$ cat src/rtl/wb_arbiter_pkg.sv
// Shared types and constants for the multi-source writeback arbiter.
// wb_entry_t is the default-width entry; the top rebuilds it for other XLEN values.
package wb_arbiter_pkg;

   localparam int REG_ADDR_W   = 5;
   localparam int XLEN_DEFAULT = 32;

   localparam int ARB_RR    = 0;
   localparam int ARB_FIXED = 1;

   typedef struct packed {
      logic [REG_ADDR_W-1:0]   rd;
      logic [XLEN_DEFAULT-1:0] data;
   } wb_entry_t;

endpackage

$ cat src/rtl/wb_fifo.sv
// Per-source result FIFO; also exposes every slot's rd and occupancy so the
// arbiter can build the pending-destination bitmap.
module wb_fifo
   import wb_arbiter_pkg::*;
#(
   parameter type entry_t = wb_entry_t,
   parameter int  DEPTH   = 2
) (
   input  logic                                clk,
   input  logic                                arst_n,
   input  logic                                push,
   input  entry_t                              push_entry,
   input  logic                                pop,
   output entry_t                              head,
   output logic                                full,
   output logic                                empty,
   output logic [DEPTH-1:0][REG_ADDR_W-1:0]    slot_rd,
   output logic [DEPTH-1:0]                    slot_vld
);

   localparam int PTR_W = $clog2(DEPTH);
   localparam int CNT_W = PTR_W + 1;

   logic [PTR_W-1:0] wr_ptr;
   logic [PTR_W-1:0] rd_ptr;
   logic [CNT_W-1:0] count;
   entry_t           mem [DEPTH];

   always_ff @(posedge clk or negedge arst_n) begin
      if (!arst_n) begin
         wr_ptr <= '0;
         rd_ptr <= '0;
         count  <= '0;
      end else begin
         if (push) wr_ptr <= wr_ptr + 1'b1;
         if (pop)  rd_ptr <= rd_ptr + 1'b1;
         if (push && !pop)      count <= count + 1'b1;
         else if (!push && pop) count <= count - 1'b1;
      end
   end

   // Storage carries no reset; occupancy is tracked by the pointers alone.
   always_ff @(posedge clk) begin
      if (push) mem[wr_ptr] <= push_entry;
   end

   assign head  = mem[rd_ptr];
   assign full  = (count == CNT_W'(DEPTH));
   assign empty = (count == '0);

   always_comb begin
      logic [PTR_W-1:0] offset;
      slot_rd  = '0;
      slot_vld = '0;
      offset   = '0;
      for (int i = 0; i < DEPTH; i++) begin
         offset      = PTR_W'(i) - rd_ptr;
         slot_vld[i] = ({1'b0, offset} < count);
         slot_rd[i]  = mem[i].rd;
      end
   end

endmodule

$ cat src/rtl/wb_arbiter.sv
// Multi-source writeback: buffers results per source, arbitrates one
// register-file write per cycle and reports in-flight destinations.
module wb_arbiter
   import wb_arbiter_pkg::*;
#(
   parameter int XLEN      = 32,
   parameter int NUM_SRC   = 3,
   parameter int BUF_DEPTH = 2,
   parameter int ARB_MODE  = ARB_RR
) (
   input  logic                         clk,
   input  logic                         arst_n,
   input  logic [NUM_SRC-1:0]           src_valid,
   output logic [NUM_SRC-1:0]           src_ready,
   input  logic [NUM_SRC*5-1:0]         src_rd,
   input  logic [NUM_SRC*XLEN-1:0]      src_data,
   output logic                         rf_en,
   output logic [REG_ADDR_W-1:0]        rf_rd,
   output logic [XLEN-1:0]              rf_wdata,
   output logic [31:0]                  pend_mask,
   output logic                         busy
);

   localparam int SRC_W = $clog2(NUM_SRC);

   typedef struct packed {
      logic [REG_ADDR_W-1:0] rd;
      logic [XLEN-1:0]       data;
   } entry_t;

   entry_t                                   push_entry [NUM_SRC];
   entry_t                                   head       [NUM_SRC];
   logic [NUM_SRC-1:0]                       full;
   logic [NUM_SRC-1:0]                       empty;
   logic [NUM_SRC-1:0]                       push;
   logic [NUM_SRC-1:0]                       pop;
   logic [BUF_DEPTH-1:0][REG_ADDR_W-1:0]     slot_rd    [NUM_SRC];
   logic [BUF_DEPTH-1:0]                     slot_vld   [NUM_SRC];

   logic                                     grant_vld_p0;
   logic [SRC_W-1:0]                         winner_p0;
   entry_t                                   win_head_p0;
   logic [SRC_W-1:0]                         rr_ptr;

   logic                                     rf_en_p1;
   logic [REG_ADDR_W-1:0]                    rf_rd_p1;
   logic [XLEN-1:0]                          rf_wdata_p1;

   for (genvar g = 0; g < NUM_SRC; g++) begin : g_src
      assign push[g]            = src_valid[g] && !full[g];
      assign pop[g]             = grant_vld_p0 && (winner_p0 == SRC_W'(g));
      assign push_entry[g].rd   = src_rd[5*g +: 5];
      assign push_entry[g].data = src_data[XLEN*g +: XLEN];

      wb_fifo #(
         .entry_t (entry_t),
         .DEPTH   (BUF_DEPTH)
      ) u_fifo (
         .clk        (clk),
         .arst_n     (arst_n),
         .push       (push[g]),
         .push_entry (push_entry[g]),
         .pop        (pop[g]),
         .head       (head[g]),
         .full       (full[g]),
         .empty      (empty[g]),
         .slot_rd    (slot_rd[g]),
         .slot_vld   (slot_vld[g])
      );
   end

   // Stage p0: pick one FIFO head; round-robin starts just after the last winner.
   always_comb begin
      logic [SRC_W:0] idx;
      grant_vld_p0 = 1'b0;
      winner_p0    = '0;
      idx          = '0;
      for (int k = 0; k < NUM_SRC; k++) begin
         if (ARB_MODE == ARB_FIXED) begin
            idx = (SRC_W+1)'(k);
         end else begin
            idx = {1'b0, rr_ptr} + (SRC_W+1)'(k + 1);
            if (idx >= (SRC_W+1)'(NUM_SRC)) idx = idx - (SRC_W+1)'(NUM_SRC);
         end
         if (!grant_vld_p0 && !empty[idx]) begin
            grant_vld_p0 = 1'b1;
            winner_p0    = idx[SRC_W-1:0];
         end
      end
   end

   assign win_head_p0 = head[winner_p0];

   // Stage p1: registered register-file write; rd=0 grants are consumed silently.
   always_ff @(posedge clk or negedge arst_n) begin
      if (!arst_n) begin
         rf_en_p1    <= 1'b0;
         rf_rd_p1    <= '0;
         rf_wdata_p1 <= '0;
         rr_ptr      <= SRC_W'(NUM_SRC - 1);
      end else begin
         rf_en_p1 <= grant_vld_p0 && (win_head_p0.rd != '0);
         if (grant_vld_p0) begin
            rf_rd_p1    <= win_head_p0.rd;
            rf_wdata_p1 <= win_head_p0.data;
            rr_ptr      <= winner_p0;
         end
      end
   end

   assign rf_en     = rf_en_p1;
   assign rf_rd     = rf_rd_p1;
   assign rf_wdata  = rf_wdata_p1;
   assign src_ready = ~full;
   assign busy      = !(&empty) || rf_en_p1;

   always_comb begin
      pend_mask = '0;
      for (int s = 0; s < NUM_SRC; s++) begin
         for (int b = 0; b < BUF_DEPTH; b++) begin
            if (slot_vld[s][b]) pend_mask[slot_rd[s][b]] = 1'b1;
         end
      end
      if (rf_en_p1) pend_mask[rf_rd_p1] = 1'b1;
      pend_mask[0] = 1'b0;
   end

endmodule

$ cat config.mk
export PLATFORM = sky130hd
export DESIGN_NAME = wb_arbiter
export DESIGN_NICKNAME = d
export VERILOG_FILES = /design/src/rtl/wb_arbiter_pkg.sv /design/src/rtl/wb_fifo.sv /design/src/rtl/wb_arbiter.sv
export SDC_FILE = /design/constraint.sdc
export NUM_CORES = 1
export LEC_CHECK = 0
export ABC_AREA = 1
export CORE_MARGIN = 4
export CORE_UTILIZATION = 35
export DETAILED_ROUTE_END_ITERATION = 12
export GPL_TIMING_DRIVEN = 0
export SETUP_SLACK_MARGIN = 0.2
export SYNTH_ARGS = -nofsm -noshare
export SYNTH_HDL_FRONTEND = slang
export SYNTH_SLANG_ARGS = --single-unit
$ cat constraint.sdc
create_clock -name clk -period 4.1 [get_ports clk]
set_input_delay 0.82 -clock clk [delete_from_list [all_inputs] [get_ports clk]]
set_output_delay 0.82 -clock clk [all_outputs]
set_load 0.01 [all_outputs]
==> reports/results.tsv <==
stage	metric	value	unit
synth	ys_ff_latch	274	
timing	hold_viol	0	
critical_path	cp.arrival	3020	ps
synth	synth.most_common_cell	edfxtp_1	
detailed_routing	vias	10200	
placement	port_buffers	188	
timing	setup_slack	262	ps
global_route	grt_pass1_wl	63800	µm
power	p_int	8.07	mW
floorplan	fp.dieW	199	µm
global_route	track_usage	21.7	%
floorplan	ios	190	
synth	synth_area_leader_cell	edfxtp_1	
critical_path	cp_common_cell	inv_1	
timing	fmax	0.261	GHz
global_route	grt-ovfl-total	0	
global_route	first_global_vias	10000	
synth	ys_async_sr_fraction	19.0	%
synth	yosys-top-cells-count	edfxtp_1, nand2_1, inv_1	
cts	cts_max_path_buffers	3	
synth	ys_warn_count	0	
cts	clk_latency	530	ps
synth	syn_inst	1165	
placement	dp_slack	131	ps
critical_path	worstSetupPathType	flip-flop to primary output	
run_status	outcome	finished, final reports clean	
synth	yosysTopAreaCellShare	52.2	%
worst_hold_path	hold_path_class	input port to asynchronous set/reset pin	
power	p_sw	6.10	mW
detailed_routing	drc	0	
placement	finalWeightedCongestion	1.01	
placement	placed_area	15400	µm²
detailed_routing	detail_route.wl_per_cell	23.4	µm
synth	synth_area	12800	µm²
critical_path	slowest_stage	clkdlybuf4s50_1	
critical_path	path_delay_family	buffers and inverters	
floorplan	die_area	39600	µm²
cts	cts_root_buf	clkbuf_16	
synth	ys_types	47	
run	max_cap_viol_count	0	
timing	drv_slew	0	
global_route	antenna_found_initial	5	
critical_path	required	3280	ps
cts	cts_hold_buffers	0	
critical_path	worstPathMaxFanout	8	
critical_path	cp_slowest_stage_delay	530	ps
power	clock_power_share	17.0	%
cts	clkTransAtPathRegs	60	ps
finish	fin_area	16700	µm²
timing	slew_headroom	34.1	%
finish	fin_nets	1532	
critical_path	endpoint_kind	primary output	
timing	fin_skew	11.0	ps
finish	drive_gt1_share	13.4	%
floorplan	rows	69	
timing	period_share	93.6	%
power	leakage	6.12	nW
power	vdd_ir_drop_max	0.000395	V
power	swShare	43.0	%
synth	synth-edff-count	222	
cts	cts_htree_levels	1	
synth	ys_seq_area_share	62.4	%
critical_path	critPathLaunchType	flip-flop	
synth	yosys_most_used_dff	edfxtp_1	
timing	min_period	3840	ps
detailed_routing	wl	44200	µm
timing	tightest_slew	981	ps
timing	finalSetupViolations	0	
synth	synth_area_leaders	edfxtp_1, dfrtp_1, nand2_1, o2111ai_1, inv_1	
synth	syn-num-nets	1287	
synth	avgSynthCellArea	11.0	µm²
detailed_routing	dr.pass1.iters	5	
cts	clock_sinks	274	
finish	syn2layout_area_growth	30.4	%
timing	rsz0062_at_grt	yes	
detailed_routing	drtIter0Drc	941	
power	pwr-share-comb	52.3	%
global_route	grt_max_degree	32	
floorplan	coreArea	35700	µm²
cts	numCtsBuffers	27	
detailed_routing	ant_nets	0	
detailed_routing	vias_per_cell	5.38	
cts	cts_tree	yes	
floorplan	dieHeight	199	µm
power	powerDensity	851	nW/µm²
floorplan	start_util	35.7	%
critical_path	critPathBufInv	6	
power	pwr-share-seq	30.8	%
placement	dp_hpwl	33800	µm
critical_path	path_cells	buf_4, inv_1, o21ai_1, inv_1, nor3_4, buf_4, inv_1, o22ai_1, a221oi_1, o2111ai_1, clkdlybuf4s50_1	
[through the flow]
stage	total power, mW	setup TNS, ps	cells	util, %	hold slack [ps]
after floorplan	8.66	0	1165	-	474
after global placement	11.4	-91890	1814	42.6	478
after detailed placement	11.6	0	1821	43.1	493
after CTS	14.1	0	1874	46.0	372
after global routing	15.0	0	1891	46.6	405
final	14.2	0	1893	46.6	353
[state kept, by name, indices dropped and copies added (netlist names)]
signal and count:
g_src.u_fifo.count 6, rf_wdata 32, g_src.u_fifo.mem 222, rr_ptr 2
g_src.u_fifo.wr_ptr 3, g_src.u_fifo.rd_ptr 3, rf_rd 5, rf_en 1
[cells in the final DEF (no fill, tap or decap), drive strengths merged]
cell and count:
dfrtp 51, xor2 6, clkinvlp 1, inv 126, a31oi 15, bufinv 2
nand2 220, o21ai 40, nor2 62, edfxtp 222, dlymetal6s2s 2, clkbuf 64
dfstp 1, or2 46, diode 2, o211ai 27, o2111ai 55, mux2i 15
xnor2 3, a21oi 60, a22oi 12, o22ai 38, clkdlybuf4s50 185, clkinv 3
a2111o 1, conb 1, nor3 69, buf 51, ha 6, nand4 3
nand3 31, a221oi 12
[cells by family (layout without fill, tap and decap cells)]
logic type               after synthesis  after routing  share of synthesized area [%]
other                                  1              3                         0.0294
buffers and inverters                169            434                           5.81
XOR/XNOR                               9              9                          0.617
adder cells (fa/ha/maj)                6              6                          0.588
AO/OA/AOI/OAI                        260            260                           13.6
multiplexers                          15             15                           1.18
flip-flops                           274            274                           62.4
AND/OR/NAND/NOR                      431            431                           15.7
[layer usage]
| metal | vias up | global-route usage [%] | share of wire [%] |
|---|---|---|---|
| met5 | - | 0 | 0.12 |
| met4 | 8 | 6.08 | 2.9 |
| met3 | 78 | 4.35 | 7.3 |
| met2 | 414 | 38.7 | 50 |
| met1 | 4954 | 26.9 | 39 |
| li1 | 4723 | - | - |
[timing repair]
action                                  CTS  global route
setup buffers                             4            17
endpoints found under the setup margin   23            30
resized for setup                        22            21
pin swaps                                 3             9
[final timing paths]
check | from | end | slack [ps] | cells past startpoint
max | g_src[2].u_fifo.rd_ptr | pend_mask[27] | 260 | 11
min reg2reg | g_src[2].u_fifo.mem[0][24] | rf_wdata[24] | 500 | 2
max in group asynchronous | arst_n | rr_ptr[1] | 3040 | 2
min in group clk | g_src[2].u_fifo.mem[0][24] | rf_wdata[24] | 500 | 2
max reg2reg | rr_ptr[0] | g_src[1].u_fifo.count[1] | 1000 | 17
min | arst_n | rf_wdata[17] | 350 | 1
[power by group through the flow]
stage,Clock [mW],Sequential (mW),Combinational [mW]
after global placement,0,4.42,7.01
after detailed placement,0,4.39,7.21
final,2.41,4.36,7.40
after global routing,2.57,4.43,8.01
after floorplan,0,4.37,4.29
after CTS,2.46,4.35,7.32
[layout make-up]
class,count,area [µm²]
fillers,3353,19100
clock buffers,43,776
clock inverters,6,81.3
repair buffers,216,2180
flip-flops and latches,274,7970
well taps,461,577
inverters,126,484
multi-input cells,722,4320
plain buffers,43,262
diodes,2,5.00
Note: power is estimated with default switching activity, not from simulation.
